[src/rtl/lsu_pkg.sv]
// Shared definitions for the load/store unit.
// Holds the FSM state encodings, funct3 codes and access-size helpers.
package lsu_pkg;

    localparam logic [2:0] S_IDLE  = 3'd0;
    localparam logic [2:0] S_REQ0  = 3'd1;
    localparam logic [2:0] S_WAIT0 = 3'd2;
    localparam logic [2:0] S_REQ1  = 3'd3;
    localparam logic [2:0] S_WAIT1 = 3'd4;
    localparam logic [2:0] S_RESP  = 3'd5;

    localparam logic [2:0] F3_B  = 3'b000;
    localparam logic [2:0] F3_H  = 3'b001;
    localparam logic [2:0] F3_W  = 3'b010;
    localparam logic [2:0] F3_BU = 3'b100;
    localparam logic [2:0] F3_HU = 3'b101;

    function automatic logic [2:0] size_bytes(input logic [1:0] sz);
        case (sz)
            2'b00:   return 3'd1;
            2'b01:   return 3'd2;
            default: return 3'd4;
        endcase
    endfunction

    function automatic logic f3_legal(input logic we, input logic [2:0] f3);
        if (we)
            return (f3 == F3_B) || (f3 == F3_H) || (f3 == F3_W);
        return (f3 == F3_B)  || (f3 == F3_H)  || (f3 == F3_W) ||
               (f3 == F3_BU) || (f3 == F3_HU);
    endfunction

endpackage

[src/rtl/lsu_if.sv]
// Word-addressed data memory port: valid/grant request, rvalid response.
// The load/store unit is the master; the memory is the slave.
interface lsu_if #(
    parameter int XLEN = 32
);

    logic            mem_req;
    logic            mem_gnt;
    logic            mem_we;
    logic [XLEN-1:0] mem_addr;
    logic [3:0]      mem_wstrb;
    logic [XLEN-1:0] mem_wdata;
    logic            mem_rvalid;
    logic [XLEN-1:0] mem_rdata;

    modport master (
        output mem_req,
        output mem_we,
        output mem_addr,
        output mem_wstrb,
        output mem_wdata,
        input  mem_gnt,
        input  mem_rvalid,
        input  mem_rdata
    );

    modport slave (
        input  mem_req,
        input  mem_we,
        input  mem_addr,
        input  mem_wstrb,
        input  mem_wdata,
        output mem_gnt,
        output mem_rvalid,
        output mem_rdata
    );

endinterface

[src/rtl/lsu_align.sv]
// Combinational alignment: split detect, store strobes/data placement,
// and load data shift plus sign/zero extension over a two-word window.
module lsu_align
    import lsu_pkg::*;
(
    input  logic [2:0]  funct3,
    input  logic [1:0]  off,
    input  logic [31:0] wdata,
    input  logic [31:0] lo,
    input  logic [31:0] hi,
    output logic        split,
    output logic [7:0]  strb8,
    output logic [63:0] sdata64,
    output logic [31:0] ldata
);

    logic [2:0]  size;
    logic [31:0] wtrunc;
    logic [3:0]  strb4;
    logic [31:0] lword;

    assign size  = size_bytes(funct3[1:0]);
    assign split = ({1'b0, off} + size) > 3'd4;

    always_comb begin
        wtrunc = wdata;
        strb4  = 4'b1111;
        case (funct3[1:0])
            2'b00: begin
                wtrunc = {24'b0, wdata[7:0]};
                strb4  = 4'b0001;
            end
            2'b01: begin
                wtrunc = {16'b0, wdata[15:0]};
                strb4  = 4'b0011;
            end
            default: begin
                wtrunc = wdata;
                strb4  = 4'b1111;
            end
        endcase
    end

    assign sdata64 = {32'b0, wtrunc} << {off, 3'b000};
    assign strb8   = {4'b0, strb4} << off;

    // Only the low word of the shifted window is ever needed.
    assign lword = 32'({hi, lo} >> {off, 3'b000});

    always_comb begin
        ldata = lword;
        case (funct3)
            F3_B:    ldata = {{24{lword[7]}}, lword[7:0]};
            F3_H:    ldata = {{16{lword[15]}}, lword[15:0]};
            F3_BU:   ldata = {24'b0, lword[7:0]};
            F3_HU:   ldata = {16'b0, lword[15:0]};
            default: ldata = lword;
        endcase
    end

endmodule

[src/rtl/lsu.sv]
// Load/store unit: registers one request, issues one or two word
// transactions on the memory port and returns a one-cycle response.
module lsu
    import lsu_pkg::*;
#(
    parameter int XLEN = 32
) (
    input  logic            clk,
    input  logic            rst,
    input  logic            req_valid,
    output logic            req_ready,
    input  logic            req_we,
    input  logic [2:0]      req_funct3,
    input  logic [XLEN-1:0] req_addr,
    input  logic [XLEN-1:0] req_wdata,
    output logic            rsp_valid,
    output logic [XLEN-1:0] rsp_rdata,
    output logic            rsp_err,
    lsu_if.master           mem
);

    logic [2:0]      state;
    logic            we_q;
    logic [2:0]      f3_q;
    logic [XLEN-1:0] addr_q;
    logic [XLEN-1:0] wdata_q;
    logic [XLEN-1:0] rd0_q;

    logic [XLEN-1:0] word0;
    logic [XLEN-1:0] word1;
    logic            split;
    logic [7:0]      strb8;
    logic [63:0]     sdata64;
    logic [31:0]     ld_lo;
    logic [31:0]     ld_hi;
    logic [31:0]     ldata;

    assign word0 = {addr_q[XLEN-1:2], 2'b00};
    assign word1 = word0 + XLEN'(4);

    // The second word only exists once the first read has been captured.
    assign ld_lo = (state == S_WAIT1) ? rd0_q : mem.mem_rdata;
    assign ld_hi = (state == S_WAIT1) ? mem.mem_rdata : 32'b0;

    lsu_align u_align (
        .funct3  (f3_q),
        .off     (addr_q[1:0]),
        .wdata   (wdata_q),
        .lo      (ld_lo),
        .hi      (ld_hi),
        .split   (split),
        .strb8   (strb8),
        .sdata64 (sdata64),
        .ldata   (ldata)
    );

    assign req_ready = (state == S_IDLE);
    assign rsp_valid = (state == S_RESP);

    always_comb begin
        mem.mem_req   = 1'b0;
        mem.mem_we    = 1'b0;
        mem.mem_addr  = '0;
        mem.mem_wstrb = 4'b0;
        mem.mem_wdata = '0;
        case (state)
            S_REQ0: begin
                mem.mem_req   = 1'b1;
                mem.mem_we    = we_q;
                mem.mem_addr  = word0;
                mem.mem_wstrb = we_q ? strb8[3:0] : 4'b0;
                mem.mem_wdata = we_q ? sdata64[31:0] : 32'b0;
            end
            S_REQ1: begin
                mem.mem_req   = 1'b1;
                mem.mem_we    = we_q;
                mem.mem_addr  = word1;
                mem.mem_wstrb = we_q ? strb8[7:4] : 4'b0;
                mem.mem_wdata = we_q ? sdata64[63:32] : 32'b0;
            end
            default: ;
        endcase
    end

    always_ff @(posedge clk) begin
        if (rst) begin
            state     <= S_IDLE;
            we_q      <= 1'b0;
            f3_q      <= 3'b0;
            addr_q    <= '0;
            wdata_q   <= '0;
            rd0_q     <= '0;
            rsp_rdata <= '0;
            rsp_err   <= 1'b0;
        end else begin
            unique case (state)
                S_IDLE: begin
                    if (req_valid) begin
                        we_q    <= req_we;
                        f3_q    <= req_funct3;
                        addr_q  <= req_addr;
                        wdata_q <= req_wdata;
                        if (f3_legal(req_we, req_funct3)) begin
                            state <= S_REQ0;
                        end else begin
                            state     <= S_RESP;
                            rsp_err   <= 1'b1;
                            rsp_rdata <= '0;
                        end
                    end
                end
                S_REQ0: begin
                    if (mem.mem_gnt)
                        state <= S_WAIT0;
                end
                S_WAIT0: begin
                    if (mem.mem_rvalid) begin
                        if (split) begin
                            rd0_q <= mem.mem_rdata;
                            state <= S_REQ1;
                        end else begin
                            state     <= S_RESP;
                            rsp_err   <= 1'b0;
                            rsp_rdata <= we_q ? '0 : ldata;
                        end
                    end
                end
                S_REQ1: begin
                    if (mem.mem_gnt)
                        state <= S_WAIT1;
                end
                S_WAIT1: begin
                    if (mem.mem_rvalid) begin
                        state     <= S_RESP;
                        rsp_err   <= 1'b0;
                        rsp_rdata <= we_q ? '0 : ldata;
                    end
                end
                S_RESP: state <= S_IDLE;
                default: state <= S_IDLE;
            endcase
        end
    end

endmodule

[src/flat_wrapper.sv]
// flat-port wrapper written by rule: the top's interface ports become plain ports
module lsu_flat import lsu_pkg::*;
#(
    parameter int XLEN = 32
)
  (clk, rst, req_valid, req_ready, req_we, req_funct3, req_addr, req_wdata, rsp_valid, rsp_rdata, rsp_err, mem_mem_req, mem_mem_we, mem_mem_addr, mem_mem_wstrb, mem_mem_wdata, mem_mem_gnt, mem_mem_rvalid, mem_mem_rdata);
  lsu_if #(.XLEN(XLEN)) mem_i ();
  input  logic clk;
  input  logic rst;
  input  logic req_valid;
  output logic req_ready;
  input  logic req_we;
  input  logic [2:0] req_funct3;
  input  logic [XLEN-1:0] req_addr;
  input  logic [XLEN-1:0] req_wdata;
  output logic rsp_valid;
  output logic [XLEN-1:0] rsp_rdata;
  output logic rsp_err;
  output wire logic [$bits(mem_i.mem_req)-1:0] mem_mem_req;
  output wire logic [$bits(mem_i.mem_we)-1:0] mem_mem_we;
  output wire logic [$bits(mem_i.mem_addr)-1:0] mem_mem_addr;
  output wire logic [$bits(mem_i.mem_wstrb)-1:0] mem_mem_wstrb;
  output wire logic [$bits(mem_i.mem_wdata)-1:0] mem_mem_wdata;
  input wire logic [$bits(mem_i.mem_gnt)-1:0] mem_mem_gnt;
  input wire logic [$bits(mem_i.mem_rvalid)-1:0] mem_mem_rvalid;
  input wire logic [$bits(mem_i.mem_rdata)-1:0] mem_mem_rdata;
  assign mem_mem_req = mem_i.mem_req;
  assign mem_mem_we = mem_i.mem_we;
  assign mem_mem_addr = mem_i.mem_addr;
  assign mem_mem_wstrb = mem_i.mem_wstrb;
  assign mem_mem_wdata = mem_i.mem_wdata;
  assign mem_i.mem_gnt = mem_mem_gnt;
  assign mem_i.mem_rvalid = mem_mem_rvalid;
  assign mem_i.mem_rdata = mem_mem_rdata;
  lsu #(.XLEN(XLEN)) u_core (.clk(clk), .rst(rst), .req_valid(req_valid), .req_ready(req_ready), .req_we(req_we), .req_funct3(req_funct3), .req_addr(req_addr), .req_wdata(req_wdata), .rsp_valid(rsp_valid), .rsp_rdata(rsp_rdata), .rsp_err(rsp_err), .mem(mem_i));
endmodule
[config.mk]
export PLATFORM = sky130hd
export DESIGN_NAME = lsu_flat
export DESIGN_NICKNAME = d
export VERILOG_FILES = /design/src/rtl/lsu_pkg.sv /design/src/rtl/lsu_if.sv /design/src/rtl/lsu_align.sv /design/src/rtl/lsu.sv /design/src/flat_wrapper.sv
export SDC_FILE = /design/constraint.sdc
export NUM_CORES = 1
export LEC_CHECK = 0
export CORE_MARGIN = 3
export CORE_UTILIZATION = 53
export DETAILED_ROUTE_END_ITERATION = 6
export GPL_ROUTABILITY_DRIVEN = 1
export PLACE_DENSITY = 0.92
export SKIP_CTS_REPAIR_TIMING = 1
export SLEW_MARGIN = 10
export SYNTH_ARGS = -nofsm -noshare
export SYNTH_HDL_FRONTEND = slang
export SYNTH_SLANG_ARGS = --single-unit
[constraint.sdc]
create_clock -name clk -period 6.96 [get_ports clk]
set_clock_uncertainty 0.15 [all_clocks]
set_input_delay 1.044 -clock clk [delete_from_list [all_inputs] [get_ports clk]]
set_output_delay 1.044 -clock clk [all_outputs]
set_load 0.1 [all_outputs]
==> metrics.cfg, run 1 <==
[outcome]
status = complete, but fails checks
violations = design-rule violations

[setup_path]
worstPathMaxFanout = 26
path_delay_family = simple AND/OR/NAND/NOR gates
critical_path_class = register to output pin
worstRegToRegCells = 11
reg2reg_from = u_core.f3_q[1]$_SDFFE_PP0P_
cp.arrival_ns = 4.50
critical-path-max-stage-delay_ns = 1.20
critPathCaptureType = output pin
reg2reg_to = u_core.rd0_q[10]$_SDFFE_PP0P_
critPathLaunchType = register
worstPathCellList = nand4b_1 -> or2_2 -> nor2_1 -> a32oi_1 -> o21ai_0 -> clkdlybuf4s50_1
cp.required_ns = 5.77
slowest_stage = clkdlybuf4s50_1
critPathBufInv = 1
regToRegSetupSlack_ns = 2.85

[cts]
clock_path_buffers = 2
cts_sinks = 136
clkTransAtPathRegs_ns = 0.06
h-tree-depth = 4
cts_tree = done
cts_buffers = 17
cts-root-buf = clkbuf_16
clk_latency_ns = 0.42

[drt]
drc_errors = 18
num_vias = 8613
wire_per_inst_um = 19.6
detail_route.first_pass.iterations = 7
wirelength_um = 26900
drtIter0Drc = 1314
drtAntennaViolNets = 0
viasPerCell = 6.28

[finish]
final_core_util_pct = 72.1
areaGrowthSynthToFinish_pct = 32.9
fillers = 1046
ff_latch_area_um2 = 2720
multi_input_area_um2 = 4840
diodes = 0
final_nets = 1284
final_layout_size_suffix_gt1_share_pct = 7.33

[yosys]
synthArstFlopShare_pct = 0
ys_ff_latch = 136
ys_warn_count = 0
synth_top_area_share_pct = 34.4
yosys.area.top_type = dfxtp_1
ys.flop_type = dfxtp_1
syn_area_um2 = 7920
syn-instance-count = 1020
synth.distinct_cells = 56
syn_area_per_cell_um2 = 7.76
ys_seq_area_share_pct = 34.4
synth_edf_count = 0
ys_top_cells_by_area = dfxtp_1 34%, nand2_1 11%, mux2i_1 11%

[sta]
slew_viol_final = 0
rsz0062_at_grt = no
whs_ns = 0.310
slew_headroom_pct = 17.2
hold_viol = 0
tns_ns = 0
finalSetupViolations = 0
tightest_slew_ns = 1.24
period_minus_slack_ns = 5.69
post-route-period-util_pct = 81.8
fmax_mhz = 176

[floorplanning]
dieHeight_um = 128
coreArea_um2 = 14600
dieArea_um2 = 16400
start_util_pct = 54.3
io_pins = 210
num_rows = 44
die_width_um = 128

[power_and_ir_drop]
power_frac_comb_pct = 31.5
p_per_area_nw_per_um2 = 245
irDropWorstVdd_mv = 0.171
p_sw_share_pct = 37.2
netSwitchingPower_mw = 0.958
pwr-share-clk_pct = 32.7
seqPwrFrac_pct = 35.9
internal_power_mw = 1.62
leakage_nw = 3.64
p_total_mw = 2.58

[placement]
io_buffer_count = 207
routabilityCongestion = 0.972
place_hpwl_um = 18400

[global_route]
grt_usage_pct = 32.3
grt_max_degree = 69
overflow = 0
grt_pass1_wl_um = 42600
grt_pass1_vias = 8226
antenna_found_initial = 0

[flow_run]
cap_violations = 0

[min_path]
min_to = u_core.rsp_rdata[2]$_SDFFE_PP0P_
hold_depth = 2
hold_class = register to register
min_from = u_core.rsp_rdata[2]$_SDFFE_PP0P_

synth_stat cells, drive strengths merged, types with 2 or more instances:
library cell,count
a211oi,8
a21oi,97
a22oi,17
a31oi,10
a32oi,2
and2,10
and3,9
and4,3
buf,26
clkbuf,55
dfxtp,136
ha,3
inv,12
mux2,19
mux2i,85
mux4,15
nand2,230
nand3,19
nand3b,2
nand4,6
nand4b,2
nor2,87
nor3,9
nor3b,4
nor4,7
o211ai,9
o21ai,57
o22ai,19
o2bb2ai,8
or2,4
or3,8
xnor2,15
xor2,11
per-stage QoR:
step | worst slack [ns] | cell area [um2] | instances
5_1_grt | 1.05 | 10500 | 1371
4_1_cts | 1.36 | 10500 | 1371
6_report | 1.27 | 10500 | 1371
3_3_place_gp | 1.92 | 9980 | 1340
3_5_place_dp | 1.80 | 9980 | 1340
2_1_floorplan | 1.92 | 7920 | 1021
worst reg2reg max path: cells and delay by family, from the launching register on:
family | cells | cell delay, ns
fa+ha+maj | 2 | 0.60
flops | 1 | 0.66
simple gates | 5 | 1.63
mux | 1 | 0.39
buf+inv | 3 | 0.53
placed cells by master, fill, tap and decap left out, types with 17 or more instances in the layout:
master             n
a21oi_1           97
a22oi_1           17
clkbuf_16         17
clkdlybuf4s50_1  206
dfxtp_1          135
mux2_2            19
mux2i_1           85
nand2_1          229
nand3_1           19
nor2_1            86
o21ai_0           57
o22ai_1           19
worst max path at each step:
stage                     slack [ns]  cells after the start                     startpoint                 to
after floorplan                 1.92                      6  u_core.addr_q[0]$_SDFFE_PP0P_  mem_mem_wdata[24]
after global placement          1.92                      6   u_core.state[1]$_SDFFE_PP0P_  mem_mem_wdata[17]
after detailed placement        1.80                      6   u_core.state[1]$_SDFFE_PP0P_  mem_mem_wdata[17]
after CTS                       1.36                      6   u_core.state[1]$_SDFFE_PP0P_  mem_mem_wdata[17]
after global routing            1.05                      6   u_core.state[1]$_SDFFE_PP0P_  mem_mem_wdata[17]
final                           1.27                      6   u_core.state[1]$_SDFFE_PP0P_  mem_mem_wdata[17]
cells by family after synthesis:
| logic type | Yosys count | synth area share, % |
|---|---|---|
| other cells | 1 | 0.0474 |
| xor+xnor | 26 | 2.88 |
| flops | 136 | 34.4 |
| mux | 119 | 17.7 |
| compound gates | 236 | 17.3 |
| simple gates | 405 | 22.1 |
| buf+inv | 93 | 4.82 |
| fa+ha+maj | 4 | 0.727 |
final cells by class:
class / instances / area share [%]
inverters: 12 / 0.428
repair buffers: 216 / 20.3
clock inverters: 11 / 0.951
clock buffers: 20 / 4.24
well taps: 184 / 2.19
multi-input cells: 792 / 46.0
flip-flops and latches: 136 / 25.9
layer usage:
| layer | vias up | GRT usage, % | part of all wire, % |
|---|---|---|---|
| met3 | 150 | 9.42 | 12 |
| met1 | 3937 | 39.8 | 37 |
| met2 | 637 | 51.1 | 46 |
| li1 | 3889 | - | - |
| met5 | - | 0 | 0 |
| met4 | 0 | 16.8 | 5.3 |
power groups by stage:
stage | Combinational, mW | Sequential, mW | Clock [mW]
5_1_grt | 0.861 | 0.932 | 0.885
3_3_place_gp | 0.777 | 0.933 | 0
3_5_place_dp | 0.793 | 0.936 | 0
6_report | 0.811 | 0.924 | 0.842
2_1_floorplan | 0.506 | 0.990 | 0
4_1_cts | 0.799 | 0.920 | 0.847
sequential cells by signal (all words and copies together) (netlist names):
name / count
u_core.addr_q: 32
u_core.rd0_q: 32
u_core.rsp_rdata: 32
u_core.wdata_q: 32
u_core.f3_q: 3
u_core.state: 3
u_core.rsp_err: 1
u_core.we_q: 1
Note: power is estimated with default switching activity, not from simulation.
==> run 2, diff against run 1 <==
- CORE_UTILIZATION: 53 -> 45
- PLACE_DENSITY: 0.92 -> 0.84
- clock period: 6.96 -> 4.6 ns (I/O delays scaled with it)
==> run 2 against run 1 <==
  * The flow still finishes with violations (design-rule violations)
  * Register-to-register slack got worse by 1.7 ns
  * Count of clock-buffer cells in the layout decreased by 3
  * Worst hold slack got worse by 0.0030 ns
  * Highest routed layer unchanged
  * Combinational power increased by 54%
  * Cell area increased by 2.5%
  * Clock power increased by 64%
  * Cell count increased by 3.4%
  * Setup slack got worse by 0.67 ns
  * First-iteration DRC count decreased by 35%
  * Largest cell class unchanged
  * Wire length decreased by 0.33%
==> metrics.cfg, run 2 (same netlist as run 1, synthesis figures left out) <==
[outcome]
status = complete, but fails checks
violations = design-rule violations

[global_route]
antenna_found_initial = 1
grt_usage_pct = 26.8
grt_max_degree = 61
overflow = 0
grt_pass1_vias = 7936
grt_pass1_wl_um = 42200

[setup_path]
cp.arrival_ns = 3.17
slowest_stage = dfxtp_1
critical-path-max-stage-delay_ns = 0.60
path_delay_family = simple AND/OR/NAND/NOR gates
critPathBufInv = 1
cp.required_ns = 3.76
worstPathCellList = nand4b_1 -> or2_2 -> nor2_1 -> a32oi_1 -> o21ai_0 -> buf_12
worstPathMaxFanout = 15
critPathCaptureType = output pin
critPathLaunchType = register
critical_path_class = register to output pin

[sta]
tightest_slew_ns = 1.05
slew_headroom_pct = 29.8
rsz0062_at_grt = no
slew_viol_final = 0
fmax_mhz = 250
post-route-period-util_pct = 87.1
tns_ns = 0
finalSetupViolations = 0
period_minus_slack_ns = 4.01
hold_viol = 0
whs_ns = 0.307

[drt]
wirelength_um = 26800
viasPerCell = 5.89
detail_route.first_pass.iterations = 7
wire_per_inst_um = 18.9
drc_errors = 6
drtIter0Drc = 857
drtAntennaViolNets = 0
num_vias = 8347

[finish]
final_nets = 1292
mostFrequentLayoutCells = 229 x nand2_1, 138 x clkdlybuf4s50_1, 135 x dfxtp_1
stdcell_area_um2 = 10800
fin_cells = 1417
final_layout_size_suffix_gt1_share_pct = 14.0
areaGrowthSynthToFinish_pct = 36.3
final_common_cell = nand2_1

[power_and_ir_drop]
irDropWorstVdd_mv = 0.305
internal_power_mw = 2.51
power_frac_comb_pct = 31.1
p_total_mw = 4.01
netSwitchingPower_mw = 1.50
p_sw_share_pct = 37.4
leakage_nw = 3.90
pwr-share-clk_pct = 34.4
seqPwrFrac_pct = 34.5
p_per_area_nw_per_um2 = 372

[placement]
dp.cells = 1384
place_hpwl_um = 19100
routabilityCongestion = 0.928
io_buffer_count = 207
placed_cell_area_um2 = 10200

[flow_run]
cap_violations = 0

[floorplanning]
io_pins = 210
num_rows = 47
dieArea_um2 = 19200
dieHeight_um = 139
die_width_um = 139
start_util_pct = 46.9
coreArea_um2 = 16900

[cts]
clock_path_buffers = 2
clkTransAtPathRegs_ns = 0.06
cts_buffers = 17
cts_sinks = 136
cts-root-buf = clkbuf_16
clk_latency_ns = 0.42
cts_tree = done
h-tree-depth = 4

[min_path]
hold_class = register to register

==> run 2: cell types whose count changed in the layout (fill, tap and decap cells not counted), sizes merged <==
cell           before  now
buf                10   86
clkbuf             20   17
diode               0    1
clkdlybuf4s50     206  138
inv                14   19
clkinv              6    5
bufinv              1    2
clkinvlp            2    1
==> run 2: power groups by stage <==
| stage | logic [mW] | registers (mW) | clock network [mW] |
|---|---|---|---|
| after floorplan | 0.767 | 1.50 | 0 |
| after global placement | 1.22 | 1.40 | 0 |
| after detailed placement | 1.23 | 1.40 | 0 |
| after CTS | 1.24 | 1.38 | 1.39 |
| after global routing | 1.33 | 1.39 | 1.44 |
| final | 1.25 | 1.38 | 1.38 |
==> run 2: cell type report <==
cell class	instances	area (um2)
Tap cell	220	275
Clock inverter	15	164
Timing Repair Buffer	224	2300
Inverter	12	45.0
Sequential cell	136	2720
Fill cell	1417	6090
Antenna cell	1	2.50
Multi-Input combinational cell	792	4850
Clock buffer	17	425
==> run 2: worst paths after layout <==
kind | endpoint | from | slack [ns] | depth (start not counted)
max | mem_mem_wdata[17] | u_core.state[0]$_SDFFE_PP0P_ | 0.59 | 6
min | u_core.rsp_rdata[17]$_SDFFE_PP0P_ | u_core.rsp_rdata[17]$_SDFFE_PP0P_ | 0.31 | 2
max reg2reg | u_core.rsp_rdata[16]$_SDFFE_PP0P_ | u_core.f3_q[0]$_SDFFE_PP0P_ | 1.19 | 10
min reg2reg | u_core.rsp_rdata[17]$_SDFFE_PP0P_ | u_core.rsp_rdata[17]$_SDFFE_PP0P_ | 0.31 | 2
==> run 2: routing by layer <==
layer  vias up  part of all wire, %  track usage (%)
met5         -                    0                0
met4         0                  3.7             11.2
met3        86                   11             7.48
met2       518                   46             43.4
met1      3843                   40             33.7
li1       3900                    -                -
==> run 2: metrics by stage <==
stage	util, %	setup WS, ns
6_report	63.9	0.593
3_5_place_dp	60.4	1.07
5_1_grt	63.9	0.492
2_1_floorplan	-	0.262
4_1_cts	63.9	0.635
3_3_place_gp	60.4	1.19
==> run 2: worst min-delay path: cells and delay by family (launching register included) <==
| family | cells | cell delay, ns |
|---|---|---|
| compound gates | 1 | 0.06 |
| flops | 1 | 0.32 |
| simple gates | 1 | 0.05 |
